`config.mk`:
```
export PLATFORM = sky130hd
export DESIGN_NAME = dpram_port_arbiter
export DESIGN_NICKNAME = d
export VERILOG_FILES = /design/src/rtl/dpram_arb_pkg.sv /design/src/rtl/dpram_port_arbiter_rr.sv /design/src/rtl/dpram_port_arbiter.sv
export SDC_FILE = /design/constraint.sdc
export NUM_CORES = 1
export LEC_CHECK = 0
export CAP_MARGIN = 20
export CORE_ASPECT_RATIO = 0.9
export CORE_MARGIN = 3
export CORE_UTILIZATION = 25
export CTS_CLUSTER_DIAMETER = 100
export DETAILED_ROUTE_END_ITERATION = 6
export PLACE_DENSITY = 0.6
export SYNTH_ARGS = -nofsm -noshare
export SYNTH_HDL_FRONTEND = slang
export SYNTH_SLANG_ARGS = --single-unit
```
`constraint.sdc`:
```
create_clock -name m_clock -period 7.4 [get_ports m_clock]
set_input_delay 1.48 -clock m_clock [delete_from_list [all_inputs] [get_ports m_clock]]
set_output_delay 1.48 -clock m_clock [all_outputs]
set_load 0.02 [all_outputs]
```
`src/rtl/dpram_arb_pkg.sv`:
```
// Shared encodings for the dual-port RAM port arbiter: access sizes, sequencer
// states and the helpers that turn an access size into a byte count or data mask.
package dpram_arb_pkg;

    localparam logic [1:0] SZ_BYTE = 2'd0;
    localparam logic [1:0] SZ_HALF = 2'd1;
    localparam logic [1:0] SZ_WORD = 2'd2;
    localparam logic [1:0] SZ_RSVD = 2'd3;

    typedef enum logic [1:0] {
        ARB_IDLE  = 2'd0,
        ARB_READ  = 2'd1,
        ARB_WRITE = 2'd2
    } arb_state_t;

    function automatic logic [2:0] bytes_of(input logic [1:0] size);
        case (size)
            SZ_BYTE: bytes_of = 3'd1;
            SZ_HALF: bytes_of = 3'd2;
            default: bytes_of = 3'd4;
        endcase
    endfunction

    function automatic logic [31:0] size_mask(input logic [1:0] size);
        case (size)
            SZ_BYTE: size_mask = 32'h0000_00ff;
            SZ_HALF: size_mask = 32'h0000_ffff;
            default: size_mask = 32'hffff_ffff;
        endcase
    endfunction

endpackage

```
`src/rtl/dpram_port_arbiter_rr.sv`:
```
// Combinational round-robin pick: the first set request at or after ptr, with wrap.
// The pointer register itself lives in the parent.
module rr_arbiter #(
    parameter int NREQ  = 3,
    parameter int PTR_W = (NREQ > 1) ? $clog2(NREQ) : 1
) (
    input  logic [NREQ-1:0]  req,
    input  logic [PTR_W-1:0] ptr,
    output logic             any,
    output logic [PTR_W-1:0] grant
);

    localparam int SUM_W = PTR_W + 1;

    logic [SUM_W-1:0] idx;

    // Scan farthest-first so the candidate closest to ptr is assigned last and wins.
    always_comb begin
        any   = 1'b0;
        grant = '0;
        idx   = '0;
        for (int k = NREQ - 1; k >= 0; k--) begin
            idx = {1'b0, ptr} + SUM_W'(k);
            if (idx >= SUM_W'(NREQ)) idx = idx - SUM_W'(NREQ);
            if (req[idx[PTR_W-1:0]]) begin
                any   = 1'b1;
                grant = idx[PTR_W-1:0];
            end
        end
    end

endmodule

```
`src/rtl/dpram_port_arbiter.sv`:
```
// Shares one word-wide RAM port among NREQ requesters with round-robin grants;
// sub-word writes become read-modify-write, out-of-window accesses are rejected.
module dpram_port_arbiter
    import dpram_arb_pkg::*;
#(
    parameter int NREQ   = 3,
    parameter int ADDR_W = 16
) (
    input  logic                m_clock,
    input  logic                p_reset,
    input  logic [NREQ-1:0]     req,
    input  logic [NREQ-1:0]     req_we,
    input  logic [2*NREQ-1:0]   req_size,
    input  logic [32*NREQ-1:0]  req_addr,
    input  logic [32*NREQ-1:0]  req_wdata,
    output logic [NREQ-1:0]     ack,
    output logic [31:0]         rdata,
    output logic                err,
    output logic [31:0]         mem_addr,
    output logic [31:0]         mem_wdata,
    output logic                mem_we,
    input  logic [31:0]         mem_rdata,
    output arb_state_t          dbg_state
);

    // Handshake: a requester raises req with its command fields stable and keeps
    // them until ack; ack is a one-cycle pulse to the granted requester only.
    // The command is latched at grant, so dropping req early does not cancel it.

    localparam int PTR_W = (NREQ > 1) ? $clog2(NREQ) : 1;
    localparam logic [32:0] LIMIT     = 33'd1 << ADDR_W;
    localparam logic [31:0] ADDR_MASK = 32'(LIMIT - 33'd1);

    arb_state_t       state, state_nx;
    logic [PTR_W-1:0] rr_ptr, grant, owner;
    logic             any;
    logic             l_we, l_bad;
    logic [1:0]       l_size;
    logic [31:0]      l_addr, l_wdata, merged, merge_val;

    logic             sel_we, sel_bad;
    logic [1:0]       sel_size;
    logic [31:0]      sel_addr, sel_wdata;
    logic [32:0]      end_addr;

    rr_arbiter #(.NREQ(NREQ), .PTR_W(PTR_W)) u_rr (
        .req   (req),
        .ptr   (rr_ptr),
        .any   (any),
        .grant (grant)
    );

    always_comb begin
        sel_we    = 1'b0;
        sel_size  = SZ_BYTE;
        sel_addr  = '0;
        sel_wdata = '0;
        for (int i = 0; i < NREQ; i++) begin
            if (grant == PTR_W'(i)) begin
                sel_we    = req_we[i];
                sel_size  = req_size[2*i +: 2];
                sel_addr  = req_addr[32*i +: 32];
                sel_wdata = req_wdata[32*i +: 32];
            end
        end
        // 33-bit sum so an address near 2^32 cannot wrap back into the window.
        end_addr = {1'b0, sel_addr} + {30'd0, bytes_of(sel_size)};
        sel_bad  = (sel_size == SZ_RSVD) || (end_addr > LIMIT);
    end

    always_ff @(posedge m_clock) begin
        if (p_reset) begin
            state   <= ARB_IDLE;
            rr_ptr  <= '0;
            owner   <= '0;
            l_we    <= 1'b0;
            l_bad   <= 1'b0;
            l_size  <= SZ_BYTE;
            l_addr  <= '0;
            l_wdata <= '0;
            merged  <= '0;
        end else begin
            state <= state_nx;
            if (state == ARB_IDLE && any) begin
                owner   <= grant;
                l_we    <= sel_we;
                l_bad   <= sel_bad;
                l_size  <= sel_size;
                l_addr  <= sel_addr;
                l_wdata <= sel_wdata;
                rr_ptr  <= (grant == PTR_W'(NREQ - 1)) ? '0 : grant + PTR_W'(1);
            end
            if (state == ARB_READ) merged <= merge_val;
        end
    end

    always_comb begin
        state_nx  = state;
        ack       = '0;
        err       = 1'b0;
        rdata     = '0;
        mem_addr  = '0;
        mem_wdata = '0;
        mem_we    = 1'b0;
        merge_val = l_wdata;
        case (state)
            ARB_IDLE: begin
                if (any) state_nx = ARB_READ;
            end
            ARB_READ: begin
                mem_addr = l_addr & ADDR_MASK;
                if (l_bad) begin
                    ack[owner] = 1'b1;
                    err        = 1'b1;
                    state_nx   = ARB_IDLE;
                end else if (!l_we) begin
                    ack[owner] = 1'b1;
                    rdata      = mem_rdata & size_mask(l_size);
                    state_nx   = ARB_IDLE;
                end else begin
                    // The RAM word starts at the byte address, so new bytes land low.
                    if (l_size == SZ_BYTE) merge_val = {mem_rdata[31:8], l_wdata[7:0]};
                    else if (l_size == SZ_HALF) merge_val = {mem_rdata[31:16], l_wdata[15:0]};
                    state_nx = ARB_WRITE;
                end
            end
            ARB_WRITE: begin
                mem_addr   = l_addr & ADDR_MASK;
                mem_wdata  = merged;
                mem_we     = 1'b1;
                ack[owner] = 1'b1;
                state_nx   = ARB_IDLE;
            end
            default: state_nx = ARB_IDLE;
        endcase
    end

    assign dbg_state = state;

endmodule

```
# After elaboration in Yosys (flattened, before gate mapping)
# Cells that the tools add are included.
# Widths: inputs -> output; s select.
classes:
  n_lt_le_gt_ge: 9
  eq_ne: 8
  mux: 54
  bitwise: 1
  reduce_logical: 8
  n_addsub: 7
ops:
  columns: ["cell", "count"]
  rows:
  - ["$mux 32", 17]
  - ["$pmux 32 s2", 1]
  - ["$add 32x3->33", 1]
  - ["$gt 33x17->1 const B", 1]
  - ["$and 32x32->32", 1]
  - ["$mux 2", 13]
  - ["$mux 16", 1]
  - ["$mux 1", 13]
  - ["$lt 2x3->1 const B", 4]
  - ["$pmux 3 s2", 2]
  - ["$eq 2x1->1 const B", 4]
  - ["$logic_not 2->1", 4]
  - ["$bmux 1 s2", 3]
  - ["$eq 2x2->1 const B", 3]
  - ["$ge 3x2->1 const B", 2]
  - ["$mux 3", 2]
  - ["$sub 2x2->2 const B", 3]
  - ["$pmux 2 s2", 1]
  - ["$add 2x1->3 const B", 1]
  - ["$add 2x2->3 const B", 1]
  - ["$add 2x1->2 const B", 1]
  - ["$demux 1 s2", 1]
  - ["$ge 2x1->1 const B", 1]
  - ["$ge 2x2->1 const B", 1]
  - ["4 further kinds", 5]
word_totals:
  in_bits: 238
  ff_bits: 90
  elab_cells: 96

# Logic depth before layout (Yosys ltp)
# Gate-level depths: netlist (run 1).
logic_depth:
  word_depth: 17
  ltp_mapped: 23

# By module
# A second synthesis (run 1) with hierarchy kept.
unflattened:
  cells_unflattened: 798
  hier_area_um2: 6545.0
modules_own_cells:
  columns: ["module", "cells_each", "seq_area_each_um2", "n_inst", "area_per_inst_um2"]
  rows:
  - ["dpram_port_arbiter", 771, 1801.7, 1, 6353.6]
  - ["rr_arbiter", 27, 0.0, 1, 191.4]

# Worst setup path after synthesis (run 1)
# No wires, ideal clock.
synth_path:
  path_type: "input to register"
  startpoint: "input port req[0]"
  endpoint: "register l_bad"
  setup_time_ns: 0.134
  setup_slack_ns: 1.051
  path_buffers: 5
  cell_stages: 20
  arrival_ns: 6.216
  t_required_ns: 7.266
  path_cell_list: "nor2_2 > a311oi_2 > or2_4 > buf_6 > clkbuf_1 > clkbuf_1 > clkbuf_1 > clkbuf_1 > nor2_1 > a31oi_1 > ha_1 > a21o_1 > a21oi_1 > or4_1 > or3_4 > or2_1 > or3_1 > or3_1 > a2111oi_2 > a211oi_1"
synth_between:
  word_cells_on_any_way: 29
  classes_between: "add/sub: 1; order compare: 1; eq/ne: 4; mux: 19; reduce/logical: 4"
synth_lines:
  columns: ["item", "line", "rtl"]
  rows:
  - ["start, declared", "dpram_port_arbiter.sv:11", "input logic [NREQ-1:0] req,"]
  - ["$bmux 1 s2", "dpram_port_arbiter_rr.sv:25", "if (req[idx[PTR_W-1:0]]) begin"]
  - ["$mux 1 (implied by the code)", "dpram_port_arbiter_rr.sv:25", null]
  - ["$mux 2 (2 in a row)", "dpram_port_arbiter_rr.sv:25", null]
  - ["$mux 2 *", "dpram_port_arbiter_rr.sv:25", null]
  - ["$logic_not 2->1", "dpram_port_arbiter.sv:59", "if (grant == PTR_W'(i)) begin"]
  - ["$mux 32 (2 in a row)", "dpram_port_arbiter.sv:59", null]
  - ["$mux 32 *", "dpram_port_arbiter.sv:59", null]
  - ["net sel_addr[1]", "dpram_port_arbiter.sv:43", "logic [31:0] sel_addr, sel_wdata;"]
  - ["$add 32x3->33 *", "dpram_port_arbiter.sv:67", "end_addr = {1'b0, sel_addr} + {30'd0, bytes_of(sel_size)};"]
  - ["$gt 33x17->1 *", "dpram_port_arbiter.sv:68", "sel_bad = (sel_size == SZ_RSVD) || (end_addr > LIMIT);"]
  - ["$logic_or 1x1->1 *", "dpram_port_arbiter.sv:68", null]
  - ["end signal, assigned", "dpram_port_arbiter.sv:87", "l_bad <= sel_bad;"]
  - ["end, declared", "dpram_port_arbiter.sv:37", "logic l_we, l_bad;"]
# Mark *: on every way through the listed nets, which the timed path passes. The rest lies on a longest branch. The select of a mux whose other input is x is not followed.
# A chain may end at the register's enable or synchronous reset.

# Worst setup path after layout (run 1)
# Ends and elaborated chain as after synthesis.

==> results of run 1 <==
sequential cells by signal (all words and copies together) (netlist names):
| signal | count |
|---|---|
| l_wdata | 32 |
| owner | 2 |
| l_bad | 1 |
| merged | 32 |
| rr_ptr | 2 |
| dbg_state | 2 |
| l_size | 2 |
| l_we | 1 |
| l_addr | 16 |
worst max path at each step:
stage | start | endpoint | slack [ns] | cells past startpoint
6_report | req[0] | l_bad$_SDFFE_PP0P_ | 0.76 | 17
5_1_grt | req[0] | l_bad$_SDFFE_PP0P_ | 0.35 | 17
4_1_cts | req[0] | l_bad$_SDFFE_PP0P_ | 0.82 | 17
3_5_place_dp | req[0] | l_bad$_SDFFE_PP0P_ | 0.46 | 17
3_3_place_gp | req[0] | l_bad$_SDFFE_PP0P_ | 0.62 | 17
2_1_floorplan | req[0] | l_bad$_SDFFE_PP0P_ | 1.05 | 20
worst max-delay path: cells and delay by family:
kind	cells	cell delay, ns
compound gates	7	1.65
fa+ha+maj	1	0.35
buf+inv	1	0.58
simple gates	8	2.75
metal layers:
layer / vias up / global-route usage, % / share of wire (%)
met3: 40 / 4.00 / 6.3
met4: 4 / 5.25 / 2.5
met5: - / 0 / 0.10
li1: 3603 / - / -
met1: 3372 / 23.2 / 42
met2: 255 / 31.4 / 49
cell usage in the layout (no fill, tap or decap), types with 4 or more instances in the layout:
cell type        Yosys  layout
a211oi_1            26      26
a21o_1               5       5
a21oi_1             73      73
a311oi_1            36      36
a31oi_1             17      17
and2_1              65      65
and3_1              20      20
buf_4               18      14
clkbuf_16            0       9
clkdlybuf4s50_1      0     323
conb_1               1      16
dfxtp_1             90      90
ha_1                 9       8
inv_1                6       6
mux2i_1             38      38
nand2_1            106     106
nand3_1             14      14
nand4_1              4       4
nor2_1             156     154
nor2_2               2       4
nor2b_1              4       4
nor3_1               9       8
nor4_1               5       5
o21ai_0             22      22
o221ai_1             6       6
o22ai_1              6       6
o2bb2ai_1            7       7
or3_1               10      10
cell usage after synthesis, types with 2 or more instances:
library cell / instances
inv_1: 6
o31ai_1: 3
o22ai_1: 6
nor3_1: 9
nor4_1: 5
buf_6: 2
a21o_1: 5
buf_4: 18
buf_2: 2
ha_1: 9
and3_1: 20
a21boi_0: 2
o2bb2ai_1: 7
a221oi_1: 2
or4_1: 2
nand2_1: 106
nand2b_1: 4
a22oi_1: 2
a311oi_1: 36
nor2_1: 156
a31oi_1: 17
xnor2_1: 3
nor3b_1: 3
o221ai_1: 6
buf_1: 8
nand4_1: 4
mux2i_1: 38
or3_1: 10
a21oi_1: 73
clkbuf_1: 54
o21a_1: 2
a211oi_1: 26
nand3_1: 14
nor2_2: 2
xor2_1: 3
o21ai_0: 22
and2_1: 65
or3_4: 2
a211o_1: 2
nor2b_1: 4
a21oi_2: 2
dfxtp_1: 90
logic make-up after synthesis:
kind of cell    after synthesis
simple gates                414
mux                          38
fa+ha+maj                    10
compound gates              221
buf+inv                      90
flops                        90
xor+xnor                      6
other cells                   1
cell type report:
| type | instances | area [µm²] |
|---|---|---|
| Timing Repair Buffer | 337 | 3340 |
| Tap cell | 336 | 420 |
| Sequential cell | 90 | 1800 |
| Clock inverter | 6 | 88.8 |
| Clock buffer | 10 | 239 |
| Inverter | 6 | 22.5 |
| Multi-Input combinational cell | 705 | 4070 |
| Fill cell | 2509 | 14400 |
metrics by stage:
stage / instances / setup WS (ns) / cell area [µm²] / utilization (%) / total power [mW]
after floorplan: 885 / 1.05 / 6280 / - / 1.99
after global placement: 1474 / 0.623 / 9660 / 39.6 / 2.56
after detailed placement: 1474 / 0.457 / 9660 / 39.6 / 2.58
after CTS: 1490 / 0.819 / 9980 / 40.9 / 3.10
after global routing: 1490 / 0.348 / 9980 / 40.9 / 3.35
final: 1490 / 0.760 / 9980 / 40.9 / 3.07
power by group through the flow:
| stage | combinational [mW] | sequential (mW) | clock [mW] |
|---|---|---|---|
| 2_1_floorplan | 1.24 | 0.756 | 0 |
| 3_3_place_gp | 1.76 | 0.792 | 0 |
| 3_5_place_dp | 1.78 | 0.797 | 0 |
| 4_1_cts | 1.79 | 0.787 | 0.523 |
| 5_1_grt | 1.99 | 0.814 | 0.549 |
| 6_report | 1.77 | 0.786 | 0.508 |
==> results summary, run 1 <==
The clock skew after layout is 0.00569 ns. The hold violation count in the final report came out at 0. Summing the areas of all compound-gate instances in the mapped netlist gives 23.8% of the synthesized area. The flow ran to the end, and the final reports show no timing, DRC or antenna violations. For the pin with the worst max-slew slack, the measured transition is between 1 and 1.5 ns. The final routed DRC violation total came out at 0.

The clock-pin slew on the worst setup and hold paths came out at 0.07 ns. The longest individual stage delay on the worst path is 0.59 ns. The post-synthesis share of cell area spent on full adders, half adders and majority gates came out at 2.13%. The tree is rooted in a clkbuf_16.

The sequential area share after synthesis is 29.0%. The tightest slew margin relative to the limit came out at roughly 30%. The hold buffer count at CTS came out at 0. The synthesized design contains 0 enable-type register cells. The clock share of power came out at 16.6%. The class of the worst hold path is register to register. The global-route congestion overflow total is 0.

The number of global-route vias before repair is 7,021. The maximum fanout along the worst path is 27. The synthesized netlist cell count is 870.

The first global-routing pass estimated about 39 mm of wire. The max-cap check violation count is 0. The static power due to leakage is between 3 and 4 nW. By area the synthesized netlist is led by dfxtp_1 29%, nor2_1 9.4%, and2_1 6.5%. The synthesized design contains 90 register bits. The post-CTS setup-driven buffer insertion count is 0. Pin placement for this block handled 341 I/O pins. The die height came out at 156 µm. The number of DRC markers after the initial detailed-route iteration came out at 446. The worst setup path is launched from an input pin. The count of buffers added on input and output ports is 324. The antenna violation net count after detailed routing is 0. The number of levels the H-tree was split into is 3. Traced cell by cell, the critical path runs through clkdlybuf4s50_1 > nor2b_1 > o21bai_1 > a21o_1 > nand2_2 > nand2_1 > a31oi_1 > ha_1 > a21o_1 > a21oi_1 > or4_1 > or3_4 > or2_1 > or3_1 > or3_1 > a2111oi_2 > a211oi_1. Global routing used a little under a fifth of the available tracks across all layers. The antenna cell count came out at 0. Net switching is 44.8% of the power.

The number of warning messages in the yosys log is 0. The routed via count divided by cell count is 4.88. The total number of vias is 7,274. The highest-delay cell along the critical path is a21o_1. The launch instance of the worst register-to-register path is rr_ptr[0]$_SDFFE_PP0P_. The dominant combinational cell family by area after synthesis is simple AND/OR/NAND/NOR gates.

The end point of the most critical hold path is l_addr[1]$_SDFFE_PP0P_. The area of the core region is 24,400 µm². The critical path data required time came out at 7.58 ns. Combinational cells account for 57.8% of the total power. Row generation in the floorplan step produced between 50 and 60 rows.

The post-cts sizing count is 0. TritonCTS built the clock tree. For this configuration, the core starts out at a cell density of 25.5%. The time the worst path needs with I/O delays and setup is 6.64 ns.

After synthesis, the netlist uses 60 different library cells. The final worst hold slack came out at 0.453 ns. The relative contribution of sequential cells to total power came out at 25.6%. The HPWL reported at the end of detailed placement came out at around 20 mm. The width of the die is 172 µm. The mean instance size in the synthesized netlist is 7.15 µm². The worst register-to-register path ends at l_bad$_SDFFE_PP0P_. The achievable clock frequency came out at between 0.15 and 0.2 GHz. The power density over the cells is 307 nW/µm². Setup repair after global routing left no endpoint under its margin. The share of synthesized area in the top cell type comes to 29.0%. The final layout net count is around 1,400. The final critical path takes up 89.7% of the cycle. The fraction of the mapped netlist area in simple logic gates came out at 31.3%. The setup slack of the worst register-to-register path is between 1.5 and 2 ns. For this run, asynchronously set or reset flops after synthesis account for 0%.

The aggregate routed wire length came out at 25.9 mm. The internal portion of the total power is 1.69 mW. The number of max-slew violations in the final report came out at 0.

The fraction of final layout cells sized beyond drive strength 1 is 4.25%. STA classifies the critical path endpoint as a register. The switching power summed over all nets is 1.37 mW. The startpoint identified for the worst hold timing path is l_addr[1]$_SDFFE_PP0P_. The iteration count of the initial detailed-routing pass is 5.

The detail-routed net length per standard cell came out at 17.4 µm. The CTS buffer count came out at 9. Of all cell types, the one taking the most synthesized area is dfxtp_1.

The die area came out at 26,800 µm². The initial antenna violation count is 2. The most used flip-flop cell after synthesis is dfxtp_1. CTS saw 90 sinks. The final-report setup violation count came out at 0. The xor-xnor portion of the synthesized cell area came out at 0.845%. From synthesis to final layout, the design area changed by 60.5%. Counting cells, the worst reg-to-reg path comes to 17. IR analysis of the VDD net gives a maximum drop of 0.000143 V. The setup path with the least slack is of type input pin to register. The accumulated negative setup slack is 0 ns.

The worst hold path cell count is 2. Entering global routing, the biggest net connects 90 pins. Measured against the total synthesized area, the mux share comes to 6.11%. The weighted congestion reported at the end of routability-driven placement is 0.853. The clock latency at the later pin of the worst-skew pair is 0.34 ns. The worst-case clock buffer depth is 2. For the worst setup path, the data arrival time is 6.82 ns.

The cell area that synthesis handed to floorplanning was around 6200 µm².
Power figures use the tool's default switching activity.
==> run 2: changes to the inputs <==
--- a/config.mk
+++ b/config.mk
@@ -5,7 +5,7 @@
 export SDC_FILE = /design/constraint.sdc
 export NUM_CORES = 1
 export LEC_CHECK = 0
-export CAP_MARGIN = 20
+export CAP_MARGIN = 0
 export CORE_ASPECT_RATIO = 0.9
 export CORE_MARGIN = 3
 export CORE_UTILIZATION = 25
==> constraint.sdc (replaced) <==
create_clock -name m_clock -period 6.95 [get_ports m_clock]
set_input_delay 1.39 -clock m_clock [delete_from_list [all_inputs] [get_ports m_clock]]
set_output_delay 1.39 -clock m_clock [all_outputs]
set_load 0.02 [all_outputs]
==> results summary, run 2 (same netlist as run 1, synthesis figures left out) <==
The run finished with clean final reports. The cell count of the worst reg-to-reg path came out at 17. The floorplan step defined a core boundary enclosing between 20,000 and 25,000 µm².

The tightest min-delay check is of the register to register type. The clock skew after layout is 0.00694 ns. Across all register-to-register paths, the minimum setup slack is between 1.5 and 2 ns. The post-cts sizing count came out at 0. In this run the tightest slew margin relative to its limit is 28.0%.

In this run the power density over the cells is about 330 nW/µm². The largest registers in the layout are l_wdata x32, merged x32, l_addr x16. The aggregate routed wire length is ~26 mm.

After detailed placement, the design holds a cell count of 1,477. The initial antenna violation count is 0. The row count came out at 54. The detail-routed net length per standard cell came out at roughly 17 µm. The number of clock sinks seen by CTS is 90. The number of max-slew violations in the final report is 0. After detailed routing, the number of remaining DRC violations is 0. The worst hold path terminates at l_addr[2]$_SDFFE_PP0P_. The post-route netlist has 4.49% of its cells at a drive strength greater than 1.

The post-route fraction of the period consumed by the critical path is 89.7%. The HPWL reported at the end of detailed placement came out at between 15 and 20 mm. The global-route congestion overflow total is 0.

The clock-pin slew on the worst setup and hold paths is 0.06 ns. In the layout the commonest cells are 323 x clkdlybuf4s50_1, 154 x nor2_1, 106 x nand2_1, 90 x dfxtp_1, 73 x a21oi_1. The launching element of the worst setup path is req[0]. The count of buffers inserted at the top-level ports is about 320. The hold violation count in the final report is 0. The worst register-to-register path ends at l_bad$_SDFFE_PP0P_. The worst-case clock buffer depth came out at 2. The global-route wire length before repair came out at about 38 mm. The static power due to leakage came out at 3.73 nW. The time the worst path needs with I/O delays and setup came out at ~6.2 ns.

The first TritonRoute pass finished after 5 iterations. For this block, the initial DRC count from the detailed router was 424. The effective utilization at floorplan came out at ~26%. The die area came out at roughly 27,000 µm². For this design, the slowest cell found on the critical path is clkdlybuf4s50_1. The detailed router placed slightly above 7,000 vias in this run.

Adding up every negative setup slack in the final design gives 0 ns. The type of destination of the critical path is a register. The final layout net count is about 1,400. The congestion estimate from routability-driven global placement came to ~0.85. The beginning of the worst hold path is l_addr[2]$_SDFFE_PP0P_.

The width of the die is 172 µm. In the routed layout, each cell is associated on average with a via count of between 4 and 5. The overall routing resource usage came out at a little under a fifth. STA classifies the critical path startpoint as an input pin. The detail route stage leaves a number of antenna-violating nets equal to 0.

The worst register-to-register path begins at rr_ptr[0]$_SDFFE_PP0P_. The hold buffer count at CTS is 0. For the worst setup path, the data required time is 7.13 ns.

The post-CTS setup-driven buffer insertion count is 0. The slew at the pin closest to its max-slew limit is 1.08 ns. The antenna cell count is 0. The final worst hold slack came out at approximately 0.45 ns. Counting stages on the worst path, the most repeated cell is or3_1. Across the VDD grid, the largest voltage drop is 0.000135 V. The area overhead of the layout relative to synthesis is 60.6%. The finished layout holds 1,493 standard cells, fillers aside. The critical path goes through clkdlybuf4s50_1 > nor2_2 > a311oi_2 > or2_4 > buf_4 > o22ai_1 > nor3_1 > ha_1 > a21o_1 > a21oi_1 > or4_1 > or3_4 > or2_1 > or3_1 > or3_1 > a2111oi_2 > a211oi_1. The CTS buffer count is 9. The final-report setup violation count is 0. The number of global-route vias before repair is a little under 7,000. Data on the critical path arrives at its endpoint at ~6.4 ns.

The worst hold path cell count came out at 2. The die is 156 µm tall. Leaving out fill and tap cells, the most frequent cell in the layout is clkdlybuf4s50_1.

The number of I/O pins is 341. The number of levels the H-tree was split into is 3. The TritonCTS clock tree is done. The achievable clock frequency came out at 0.160 GHz. The critical path is of the input pin to register type. The buffer cell driving the clock tree root is clkbuf_16. The max-cap check violation count came out at 0. Setup repair after global routing left no endpoint under its margin. The maximum fanout along the worst path is 42.

For this run, the slowest stage of the critical path takes 0.56 ns. Cells fill roughly 41% of the core in the end. The pin count of the biggest net entering global routing came out at 90. The clock latency at the later pin of the worst-skew pair came out at ~0.35 ns.
[run 2: per-stage QoR]
stage | setup WS [ns] | instance area (µm²) | total power [mW]
3_5_place_dp | 0.417 | 9680 | 2.77
5_1_grt | 0.355 | 9990 | 3.55
2_1_floorplan | 0.691 | 6280 | 2.12
4_1_cts | 0.759 | 9990 | 3.30
6_report | 0.713 | 9990 | 3.25
3_3_place_gp | 0.534 | 9680 | 2.74
[run 2: where the power goes]
group | total, mW | internal [mW] | switching (mW)
clock network | 0.515 | 0.293 | 0.222
logic | 1.90 | 0.763 | 1.14
registers | 0.836 | 0.721 | 0.115
[run 2: worst max path at each step]
stage / slack (ns) / cells past startpoint / to
2_1_floorplan: 0.69 / 20 / l_bad$_SDFFE_PP0P_
3_3_place_gp: 0.53 / 17 / l_bad$_SDFFE_PP0P_
3_5_place_dp: 0.42 / 17 / l_bad$_SDFFE_PP0P_
4_1_cts: 0.76 / 17 / l_bad$_SDFFE_PP0P_
5_1_grt: 0.36 / 17 / l_bad$_SDFFE_PP0P_
6_report: 0.71 / 17 / l_bad$_SDFFE_PP0P_
[run 2: routing by layer]
layer | GRT usage [%] | vias to the layer above | wire [µm]
li1 | - | 3605 | -
met1 | 23.1 | 3389 | 10900
met2 | 31.5 | 240 | 12700
met3 | 4.31 | 25 | 1770
met4 | 4.03 | 0 | 405
met5 | 0 | - | 0
[run 2: cell type report]
class / instances / area (µm²)
Tap cell: 336 / 420
Multi-Input combinational cell: 705 / 4070
Clock inverter: 6 / 73.8
Fill cell: 2542 / 14400
Clock buffer: 10 / 239
Sequential cell: 90 / 1800
Inverter: 6 / 22.5
Timing Repair Buffer: 340 / 3360
[run 2: critical path, delay by kind of cell]
| kind | cells | cell delay (ns) |
|---|---|---|
| adders and majority gates | 1 | 0.23 |
| and+or+nand+nor | 8 | 2.57 |
| AOI/OAI and AO/OA | 6 | 1.26 |
| buffers and inverters | 2 | 0.95 |
==> run 3: changes to the inputs <==
--- a/config.mk
+++ b/config.mk
@@ -11,7 +11,9 @@
 export CORE_UTILIZATION = 25
 export CTS_CLUSTER_DIAMETER = 100
 export DETAILED_ROUTE_END_ITERATION = 6
+export HOLD_SLACK_MARGIN = 0.05
 export PLACE_DENSITY = 0.6
+export SKIP_CTS_REPAIR_TIMING = 1
 export SYNTH_ARGS = -nofsm -noshare
 export SYNTH_HDL_FRONTEND = slang
 export SYNTH_SLANG_ARGS = --single-unit
==> results of run 3 <==
No change in the layout: final DEF, timing and power equal those of run 2.
